File: config.mk
export PLATFORM = sky130hd
export DESIGN_NAME = bpsk_bit_slicer
export DESIGN_NICKNAME = d
export VERILOG_FILES = /design/src/rtl/bpsk_pkg.sv /design/src/rtl/bpsk_integrate_dump.sv /design/src/rtl/bpsk_bit_slicer.sv
export SDC_FILE = /design/constraint.sdc
export NUM_CORES = 1
export LEC_CHECK = 0
export CORE_MARGIN = 3
export CORE_UTILIZATION = 35
export DETAILED_ROUTE_END_ITERATION = 6
export HOLD_SLACK_MARGIN = 0.1
export PLACE_DENSITY = 0.56
export SETUP_SLACK_MARGIN = 0.05
export SYNTH_ARGS = -nofsm -noshare
export SYNTH_HDL_FRONTEND = slang
export SYNTH_HIERARCHICAL = 1
export SYNTH_SLANG_ARGS = --single-unit
File: constraint.sdc
create_clock -name clk -period 2.9 [get_ports clk]
set_input_delay 0.58 -clock clk [delete_from_list [all_inputs] [get_ports clk]]
set_output_delay 0.58 -clock clk [all_outputs]
set_load 0.01 [all_outputs]
File: src/rtl/bpsk_pkg.sv
// Shared definitions for the BPSK bit slicer: default frame constants,
// sync FSM state encoding and the accumulator width helper.
package bpsk_pkg;

    localparam logic [7:0] SYNC_WORD_DEFAULT   = 8'hA5;
    localparam int         FRAME_BYTES_DEFAULT = 4;

    typedef enum logic {
        HUNT   = 1'b0,
        LOCKED = 1'b1
    } state_t;

    // Accumulator width that cannot overflow over one full symbol.
    function automatic int acc_width(input int sample_width, input int samples_per_bit);
        return sample_width + $clog2(samples_per_bit);
    endfunction

endpackage

File: src/rtl/bpsk_integrate_dump.sv
// Integrate-and-dump over one symbol period followed by a hard slicer.
// Emits one bit strobe per SAMPLES_PER_BIT accepted samples.
module bpsk_integrate_dump
    import bpsk_pkg::*;
#(
    parameter int SAMPLE_WIDTH    = 12,
    parameter int SAMPLES_PER_BIT = 256
) (
    input  logic                           clk,
    input  logic                           rst,
    input  logic                           en,
    input  logic signed [SAMPLE_WIDTH-1:0] sample_in,
    input  logic                           sample_valid,
    output logic                           bit_out,
    output logic                           bit_valid
);

    localparam int ACC_W = acc_width(SAMPLE_WIDTH, SAMPLES_PER_BIT);
    localparam int CNT_W = $clog2(SAMPLES_PER_BIT);
    localparam logic [CNT_W-1:0] LAST_CNT = CNT_W'(SAMPLES_PER_BIT - 1);

    logic signed [ACC_W-1:0] acc;
    logic signed [ACC_W-1:0] sum;
    logic [CNT_W-1:0]        cnt;
    logic                    accept;

    assign accept = en & sample_valid;
    assign sum    = acc + {{(ACC_W-SAMPLE_WIDTH){sample_in[SAMPLE_WIDTH-1]}}, sample_in};

    // Accumulate accepted samples; on the last sample of a symbol slice and dump.
    always_ff @(posedge clk or posedge rst) begin
        if (rst) begin
            acc       <= '0;
            cnt       <= '0;
            bit_out   <= 1'b0;
            bit_valid <= 1'b0;
        end else begin
            bit_valid <= 1'b0;
            if (accept) begin
                if (cnt == LAST_CNT) begin
                    // Strictly positive integral slices to 1; zero slices to 0.
                    bit_out   <= ~sum[ACC_W-1] & (sum != '0);
                    bit_valid <= 1'b1;
                    acc       <= '0;
                    cnt       <= '0;
                end else begin
                    acc <= sum;
                    cnt <= cnt + CNT_W'(1);
                end
            end
        end
    end

endmodule

File: src/rtl/bpsk_bit_slicer.sv
// BPSK bit slicer: integrate-and-dump, sync-word hunt and frame deserializer.
// Optional macro BPSK_PHASE_AMBIG_EN also accepts the inverted sync word,
// flips locked payload bits accordingly and adds the phase_inv output.
module bpsk_bit_slicer
    import bpsk_pkg::*;
#(
    parameter int         SAMPLE_WIDTH    = 12,
    parameter int         SAMPLES_PER_BIT = 256,
    parameter logic [7:0] SYNC_WORD       = SYNC_WORD_DEFAULT,
    parameter int         FRAME_BYTES     = FRAME_BYTES_DEFAULT
) (
    input  logic                           clk,
    input  logic                           rst,
    input  logic                           en,
    input  logic signed [SAMPLE_WIDTH-1:0] sample_in,
    input  logic                           sample_valid,
    input  logic                           resync,
    output logic                           bit_out,
    output logic                           bit_valid,
    output logic [7:0]                     byte_out,
    output logic                           byte_valid,
    output logic                           locked
`ifdef BPSK_PHASE_AMBIG_EN
    ,
    output logic                           phase_inv
`endif
);

    localparam int BC_W = $clog2(FRAME_BYTES + 1);
    localparam logic [BC_W-1:0] LAST_BYTE = BC_W'(FRAME_BYTES - 1);

    state_t          state;
    logic [7:0]      shreg;
    logic [2:0]      fill_cnt;
    logic [2:0]      bit_cnt;
    logic [BC_W-1:0] byte_cnt;
    logic            invert;
    logic [7:0]      hunt_shreg;
    logic [7:0]      lock_shreg;
    logic            match_true;
    logic            match_inv;

    bpsk_integrate_dump #(
        .SAMPLE_WIDTH    (SAMPLE_WIDTH),
        .SAMPLES_PER_BIT (SAMPLES_PER_BIT)
    ) u_integrate_dump (
        .clk          (clk),
        .rst          (rst),
        .en           (en),
        .sample_in    (sample_in),
        .sample_valid (sample_valid),
        .bit_out      (bit_out),
        .bit_valid    (bit_valid)
    );

    // Hunting shifts raw bits; locked payload bits are corrected for phase.
    assign hunt_shreg = {shreg[6:0], bit_out};
    assign lock_shreg = {shreg[6:0], bit_out ^ invert};
    // A match needs a full window: seven bits already held plus this one.
    assign match_true = (fill_cnt == 3'd7) && (hunt_shreg == SYNC_WORD);
`ifdef BPSK_PHASE_AMBIG_EN
    assign match_inv  = (fill_cnt == 3'd7) && (hunt_shreg == ~SYNC_WORD);
    assign phase_inv  = invert;
`else
    assign match_inv  = 1'b0;
`endif

    // Sync hunt / payload deserializer, advancing once per sliced bit.
    always_ff @(posedge clk or posedge rst) begin
        if (rst) begin
            state      <= HUNT;
            locked     <= 1'b0;
            shreg      <= 8'h00;
            fill_cnt   <= 3'd0;
            bit_cnt    <= 3'd0;
            byte_cnt   <= '0;
            invert     <= 1'b0;
            byte_out   <= 8'h00;
            byte_valid <= 1'b0;
        end else begin
            byte_valid <= 1'b0;
            if (resync) begin
                // Symbol timing lives in the integrator and is left alone.
                state    <= HUNT;
                locked   <= 1'b0;
                shreg    <= 8'h00;
                fill_cnt <= 3'd0;
                bit_cnt  <= 3'd0;
                byte_cnt <= '0;
                invert   <= 1'b0;
            end else if (bit_valid) begin
                case (state)
                    HUNT: begin
                        shreg <= hunt_shreg;
                        if (fill_cnt != 3'd7) begin
                            fill_cnt <= fill_cnt + 3'd1;
                        end
                        if (match_true || match_inv) begin
                            state    <= LOCKED;
                            locked   <= 1'b1;
                            bit_cnt  <= 3'd0;
                            byte_cnt <= '0;
                            invert   <= match_inv;
                        end
                    end
                    LOCKED: begin
                        shreg   <= lock_shreg;
                        bit_cnt <= bit_cnt + 3'd1;
                        if (bit_cnt == 3'd7) begin
                            byte_out   <= lock_shreg;
                            byte_valid <= 1'b1;
                            if (byte_cnt == LAST_BYTE) begin
                                state    <= HUNT;
                                locked   <= 1'b0;
                                shreg    <= 8'h00;
                                fill_cnt <= 3'd0;
                                byte_cnt <= '0;
                                invert   <= 1'b0;
                            end else begin
                                byte_cnt <= byte_cnt + BC_W'(1);
                            end
                        end
                    end
                    default: begin
                        state  <= HUNT;
                        locked <= 1'b0;
                    end
                endcase
            end
        end
    end

endmodule

==> results.toml, run 1 <==
[critical_path]
cp.required_ns = 3.10
path_buf_inv = 2
startpoint_type = "input port"
path_max_fanout = 4
crit_chain = "clkdlybuf4s50_1, ha_1, a21o_1, a221oi_4, o31a_4, o21ai_4, buf_4, nand2_2, a2111oi_2, and4bb_1, a41oi_2"
crit_family = "compound AO/OA/AOI/OAI gates"
cpPeakStageDelay_ns = 0.41
critical_path_class = "in -> reg"
end_kind = "flip-flop"
cp_slowest_cell = "clkdlybuf4s50_1"
critPathArrivalTime_ns = 2.96

[outcome]
status = "complete, no violations"

[timing]
min_period_ns = 2.75
period_share = 0.949
setup_ws_ns = 0.148
hold_viol = 0
fin_tns_setup_ns = 0
maxSlewViolCount = 0
holdWs_ns = 0.474
clock_skew_ns = 0.00959
slew_headroom = 0.546
fmax_mhz = 363
worst_slew_pin_slew_ns = 0.680
setup_viol = 0
grt_setup_unrepaired = "false"

[finish]
multiInputGateArea_um2 = 2110
layout-drive-gt1-share = 0.238
seq_area_um2 = 1430
antenna_cells = 0
num-fill-cells = 967
layout_commonest_cell = "buf_4"
final_cell_count_no_fill = 607
nets = 512
mostFrequentLayoutCells = "buf_4, nand2_1, dfrtp_1"
finish.utilization = 0.488
syn2layout_area_growth_pct = 35.4

[floorplanning]
core_um2 = 9820
ioPinCount = 29
rows = 36
die-area_um2 = 11400
initial_core_util = 0.360
die_h_um = 107
dieWidth_um = 107

[clocking]
clkTransAtPathRegs_ns = 0.07
cts_root_buf = "clkbuf_8"
cts_buffer_depth = 2
htreeDepth = 3
cts_hold_buffers = 0
cts_made_buffers = 9
clkLatencyLatePin_ns = 0.33
cts_tree = "built"
cts.sinks = 57

[yosys]
yosys-top-cells-area = "dfrtp_1, ha_1, nand2_1, o21ai_0, a21oi_1"
synth_top_area_share = 0.403
yosys_warnings = 6
yosys.area.top_type = "dfrtp_1"
synth_area_um2 = 3540
syn_area_per_cell_um2 = 9.54
syn_nets = 414
synth_cell_types = 69
ys_seq_area_frac = 0.403
ys.flop_type = "dfrtp_1"
synthCells = 371
async_flop_share = 1.00
synth-edff-count = 0
ys_ff_latch = 57

[place]
placed_cells = 587
port-buffer-count = 28
globalplace.congestion = 0.822
pre_cts_slack_ns = -0.506
hpwlAfterDp_um = 6430

[power_and_ir_drop]
max-vdd-ir-drop_mv = 0.495
leakagePower_nw = 2.26
powerDensity_nw_per_um2 = 900

[route]
ant_nets = 0
vias_per_cell = 5.11
vias = 3101
wirelength_um = 8640
drt-initial-drc-count = 96
wire_per_inst_um = 14.2
drtPass1Iterations = 4
drc = 0

[grt]
grt_pass1_wl_um = 14500
antenna_found_initial = 0
track_usage = 0.159
gr-total-overflow = 0
grt_max_degree = 28
grt_pass1_vias = 3043

[hold_path]
hp-class = "reg -> reg"

[run]
cap_viol_max_count = 0
[cell type report]
cell class	count	share of cell area
Clock buffer	11	0.0295
Multi-Input combinational cell	290	0.440
Sequential cell	57	0.298
Tap cell	133	0.0347
Inverter	12	0.00940
Timing Repair Buffer	99	0.172
Clock inverter	5	0.0164
[worst min-delay path, stage by stage, from the launching register on]
cell	delay [ns]
dfrtp_1	0.34
nand2_1	0.05
nand2_1	0.05
[sequential cells by signal, indices dropped and copies added (netlist names), 3 cells and up]
signal                flops
u_integrate_dump/acc     20
fill_cnt                  3
u_integrate_dump/cnt      8
byte_out                  8
byte_cnt                  3
bit_cnt                   3
shreg                     7
[cell families after synthesis]
| family | Yosys count | share of synthesized area |
|---|---|---|
| compound gates | 113 | 0.230 |
| mux | 2 | 0.00601 |
| buf+inv | 24 | 0.0297 |
| flops | 57 | 0.403 |
| xor+xnor | 23 | 0.0569 |
| fa+ha+maj | 26 | 0.0940 |
| simple gates | 126 | 0.180 |
[power by group]
group,leakage (nW),total [mW],internal [mW],switching [mW]
registers,0.755,1.09,0.966,0.127
clock network,0.113,0.835,0.506,0.329
logic,1.39,2.39,1.27,1.12
[metrics by stage]
stage | area [µm²] | power (mW)
after global routing | 4790 | 4.65
after CTS | 4710 | 4.22
final | 4790 | 4.32
after detailed placement | 4440 | 3.28
after global placement | 4440 | 3.28
after floorplan | 3540 | 2.35
[synthesized netlist by cell type (4+ instances only)]
library cell and count:
a21o_1 8, a21oi_1 23, a22o_1 13, and2_1 5
and3_1 4, clkbuf_1 7, dfrtp_1 57, ha_1 25
inv_1 10, nand2_1 58, nand2b_1 5, nand3_1 9
nand4_1 5, nor2_1 14, o21ai_0 27, o31ai_1 4
xnor2_1 13, xor2_1 10
[metal layers]
metal / GRT usage / wire [µm]
met4: 0.0384 / 58
met2: 0.264 / 4120
met3: 0.0395 / 334
met1: 0.207 / 4120
met5: 0 / 0
[final timing paths]
| kind | to | from | cells after the start | slack, ns |
|---|---|---|---|---|
| setup / recovery | u_integrate_dump/bit_out | sample_in[2] | 11 | 0.15 |
| max in group asynchronous | u_integrate_dump/acc[16] | rst | 3 | 1.69 |
| min in group asynchronous | byte_out[2] | rst | 3 | 0.65 |
| hold reg to reg | byte_out[6] | byte_out[6] | 2 | 0.47 |
| hold / removal | byte_out[6] | byte_out[6] | 2 | 0.47 |
| setup reg to reg | u_integrate_dump/bit_out | u_integrate_dump/acc[0] | 10 | 0.23 |
[repair_timing]
item / 4_1_cts / 5_1_grt
pin swaps: 13 / 9
endpoints found under the setup margin: 2 / 1
buffers inserted: 2 / 2
resized for setup: 7 / 11
Note: power is estimated with default switching activity, not from simulation.
==> run 2: changes to the inputs <==
Settings changed: DONT_BUFFER_PORTS set to 1, PLACE_DENSITY 0.56 to 0.52.
==> results.toml, run 2 (synthesized netlist as in run 1, its figures left out) <==
[timing]
clock_skew_ns = 0.0148
min_period_ns = 2.67
slew_headroom = 0.333
worst_slew_pin_slew_ns = 1.00
setup_viol = 0
hold_viol = 0
fmax_mhz = 374
maxSlewViolCount = 0
grt_setup_unrepaired = "false"
setup_ws_ns = 0.229
period_share = 0.921

[route]
drc = 0
vias = 2797
ant_nets = 0
wire_per_inst_um = 15.7
wirelength_um = 8190
vias_per_cell = 5.35
drtPass1Iterations = 4
drt-initial-drc-count = 89

[power_and_ir_drop]
swShare = 0.394
p_switching_mw = 1.43
clkPwrFrac = 0.208
seq_power_share = 0.300
leakagePower_nw = 1.85
pwr-share-comb = 0.491
totalPowerFinal_mw = 3.62
powerDensity_nw_per_um2 = 906
intPower_mw = 2.19
max-vdd-ir-drop_mv = 0.571

[grt]
track_usage = 0.152
antenna_found_initial = 0
grt_pass1_vias = 2830
gr-total-overflow = 0
grt_max_degree = 31
grt_pass1_wl_um = 14000

[place]
port-buffer-count = 0
hpwlAfterDp_um = 5990
placed_cells = 506
dpl_cell_area_um2 = 3750
globalplace.congestion = 0.835
pre_cts_slack_ns = -0.0539

[clocking]
cts_root_buf = "clkbuf_8"
htreeDepth = 3
cts_hold_buffers = 0
cts_tree = "built"
cts_buffer_depth = 2
clkTransAtPathRegs_ns = 0.07
cts.sinks = 57
cts_made_buffers = 9
clkLatencyLatePin_ns = 0.34

[critical_path]
critical_path_class = "reg -> reg"
startpoint_type = "flip-flop"
critPathArrivalTime_ns = 2.87
end_kind = "flip-flop"
path_max_fanout = 4
cp.required_ns = 3.10

[finish]
finish.utilization = 0.407
nets = 428
mostFrequentLayoutCells = "nand2_1, dfrtp_1, o21ai_0"
layout-drive-gt1-share = 0.128
syn2layout_area_growth_pct = 12.8
final_cell_count_no_fill = 523
final_cell_area_um2 = 3990
antenna_cells = 0
layout_commonest_cell = "nand2_1"
top_regs = "u_integrate_dump/acc x20, byte_out x8, u_integrate_dump/cnt x8"
largest_register_ffs = 20
regMostFlops = "u_integrate_dump/acc"

[floorplanning]
die-area_um2 = 11400
die_h_um = 107
ioPinCount = 29
dieWidth_um = 107
rows = 36
core_um2 = 9820
initial_core_util = 0.360

[outcome]
status = "complete, no violations"

[hold_path]
hp-class = "in -> async"

[run]
cap_viol_max_count = 0
run 2: changes by cell type in the layout (fill, tap and decap cells not counted), moves of 2 or more:
cell             before  now
clkinvlp_4            0    2
ha_4                  2    0
clkdlybuf4s50_1      25    0
dlygate4sd2_1         2    0
buf_4                70   15
ha_1                 22   25
run 2: worst paths after layout:
path / startpoint / to / slack, ns / cells past startpoint
worst min-delay path: rst / u_integrate_dump/cnt[1] / 0.22 / 2
max in group asynchronous: rst / bit_cnt[1] / 1.92 / 1
worst max register to register: u_integrate_dump/acc[0] / u_integrate_dump/bit_out / 0.23 / 10
min in group clk: resync / fill_cnt[0] / 0.30 / 1
worst max-delay path: u_integrate_dump/acc[0] / u_integrate_dump/bit_out / 0.23 / 10
worst min register to register: u_integrate_dump/cnt[5] / u_integrate_dump/cnt[5] / 0.48 / 1
run 2: repair_timing:
| item | in CTS | in global routing |
|---|---|---|
| setup endpoints to repair | 0 | 1 |
| resized for setup | 0 | 6 |
| buffers inserted | 0 | 1 |
run 2: cell type report:
type	count	area, µm²
well taps	133	166
clock buffers	11	141
fillers	1009	5830
clock inverters	5	55.1
inverters	12	45.0
flip-flops and latches	57	1430
multi-input cells	290	2050
repair buffers	15	113
run 2: critical path, cell delays in order, from the launching register on:
cell and delay, ns:
dfrtp_1 0.39, ha_1 0.22, fa_2 0.35, a21o_1 0.21, a221oi_4 0.33, o31a_4 0.21
o21ai_4 0.06, or3b_1 0.34, nand3_1 0.10, and4bb_1 0.20, a41oi_1 0.12
run 2: routing by layer:
| metal | up-vias | track usage | wire, µm |
|---|---|---|---|
| met5 | - | 0 | 0 |
| met2 | 63 | 0.238 | 3590 |
| met4 | 0 | 0.0457 | 131 |
| met3 | 11 | 0.0431 | 381 |
| li1 | 1388 | - | - |
| met1 | 1335 | 0.205 | 4080 |
run 2: power by group through the flow:
stage | registers [mW] | logic (mW) | clock network, mW
after global routing | 1.12 | 1.98 | 0.825
after floorplan | 1.06 | 1.29 | 0
final | 1.09 | 1.78 | 0.755
after CTS | 1.09 | 1.71 | 0.784
after detailed placement | 1.10 | 1.70 | 0
after global placement | 1.09 | 1.69 | 0
run 2: through the flow:
step / hold WS [ns] / setup TNS [ns]
finish: 0.218 / 0
floorplan: 0.437 / 0
detailed placement: 0.465 / -0.0539
global route: 0.233 / 0
CTS: 0.222 / 0
global placement: 0.464 / -0.0115
==> run 3: changes to the inputs <==
Settings changed: CORE_UTILIZATION 35 to 40, PLACE_DENSITY 0.52 to 0.57.
==> results.toml, run 3 (synthesized netlist as in run 1, its figures left out) <==
[outcome]
status = "complete, no violations"

[clocking]
clkLatencyLatePin_ns = 0.34
cts_buffer_depth = 2
cts_tree = "built"
clkTransAtPathRegs_ns = 0.08
cts_made_buffers = 9
cts_root_buf = "clkbuf_8"
htreeDepth = 3
cts.sinks = 57

[critical_path]
worstSetupStartpoint = "u_integrate_dump/acc[0]"
cp.required_ns = 3.11
r2r_slack_ns = 0.21
rr_endpoint = "u_integrate_dump/bit_out"
endpoint = "u_integrate_dump/bit_out"
critPathArrivalTime_ns = 2.90
critical_path_class = "reg -> reg"
end_kind = "flip-flop"
startpoint_type = "flip-flop"
path_max_fanout = 4
worstReg2RegStart = "u_integrate_dump/acc[0]"
reg2reg_depth = 9

[finish]
nets = 426
syn2layout_area_growth_pct = 12.5
top_regs = "u_integrate_dump/acc x20, byte_out x8, u_integrate_dump/cnt x8"
layout_commonest_cell = "nand2_1"
regMostFlops = "u_integrate_dump/acc"
num-fill-cells = 815
antenna_cells = 0
finish.utilization = 0.473
layout-drive-gt1-share = 0.126
largest_register_ffs = 20
mostFrequentLayoutCells = "nand2_1, dfrtp_1, o21ai_0"

[route]
vias_per_cell = 5.69
drc = 0
drt-initial-drc-count = 164
vias = 2806
ant_nets = 0
wire_per_inst_um = 16.9
drtPass1Iterations = 4
wirelength_um = 8340

[timing]
maxSlewViolCount = 0
clock_skew_ns = 0.00912
slew_headroom = 0.331
period_share = 0.926
hold_viol = 0
fmax_mhz = 372
min_period_ns = 2.69
setup_viol = 0
grt_setup_unrepaired = "true"
worst_slew_pin_slew_ns = 1.00
setup_ws_ns = 0.214

[grt]
grt_max_degree = 31
grt_pass1_wl_um = 13900
antenna_found_initial = 0
grt_pass1_vias = 2848
gr-total-overflow = 0
track_usage = 0.175

[hold_path]
hp-class = "in -> async"

[floorplanning]
die_h_um = 100
initial_core_util = 0.420
ioPinCount = 29
die-area_um2 = 10000
dieWidth_um = 100
core_um2 = 8420
rows = 33

[place]
port-buffer-count = 0
pre_cts_slack_ns = -0.142
hpwlAfterDp_um = 5830
globalplace.congestion = 0.857

[run]
cap_viol_max_count = 0

[power_and_ir_drop]
leakagePower_nw = 1.84
powerDensity_nw_per_um2 = 932
max-vdd-ir-drop_mv = 0.447
## run 3: area by class of cell
cell class	instances	area, µm²	share of cell area
Multi-Input combinational cell	290	2060	0.516
Sequential cell	57	1430	0.358
Tap cell	105	131	0.0330
Clock buffer	9	124	0.0311
Clock inverter	7	103	0.0258
Timing Repair Buffer	13	97.6	0.0245
Inverter	12	45.0	0.0113
## run 3: report_power, final
group	internal (mW)	leakage [nW]	total, mW	switching [mW]
Combinational	0.785	0.979	1.76	0.973
Clock	0.491	0.110	0.863	0.373
Sequential	0.965	0.755	1.09	0.124
## run 3: repair_timing
| item | 4_1_cts | 5_1_grt |
|---|---|---|
| hold buffers | 0 | 0 |
| endpoints found under the setup margin | 0 | 1 |
| gates resized for setup | 0 | 7 |
| hold endpoints to repair | 0 | 0 |
| setup buffers | 0 | 1 |
## run 3: worst min path at each step
stage | from | end | cells after the start
3_5_place_dp | u_integrate_dump/cnt[7] | u_integrate_dump/cnt[7] | 1
2_1_floorplan | u_integrate_dump/cnt[7] | u_integrate_dump/cnt[7] | 1
4_1_cts | rst | u_integrate_dump/bit_valid | 2
5_1_grt | rst | u_integrate_dump/bit_valid | 2
6_report | rst | u_integrate_dump/bit_valid | 2
3_3_place_gp | u_integrate_dump/cnt[7] | u_integrate_dump/cnt[7] | 1
## run 3: stage by stage
step	hold WS [ns]	instances	instance area [µm²]	total power, mW	setup TNS (ns)
6_report	0.219	493	3980	3.71	0
3_3_place_gp	0.462	476	3700	2.75	-0.0229
2_1_floorplan	0.437	371	3540	2.35	0
4_1_cts	0.222	492	3930	3.65	0
5_1_grt	0.249	493	3980	3.98	0
3_5_place_dp	0.466	476	3700	2.76	-0.142
## run 3: metal layers
layer | part of all wire | GRT usage | up-vias
met2 | 0.46 | 0.274 | 46
met1 | 0.49 | 0.239 | 1364
li1 | - | - | 1389
met3 | 0.037 | 0.0410 | 7
met4 | 0.011 | 0.0591 | 0
met5 | 0 | 0 | -
## run 3: critical path, stage by stage (launching register included)
cell,delay (ns)
dfrtp_1,0.41
ha_4,0.18
fa_1,0.39
a21o_1,0.22
a221oi_4,0.30
o31a_4,0.21
o21bai_1,0.09
a2111oi_2,0.37
and4bb_1,0.26
a41oi_2,0.12
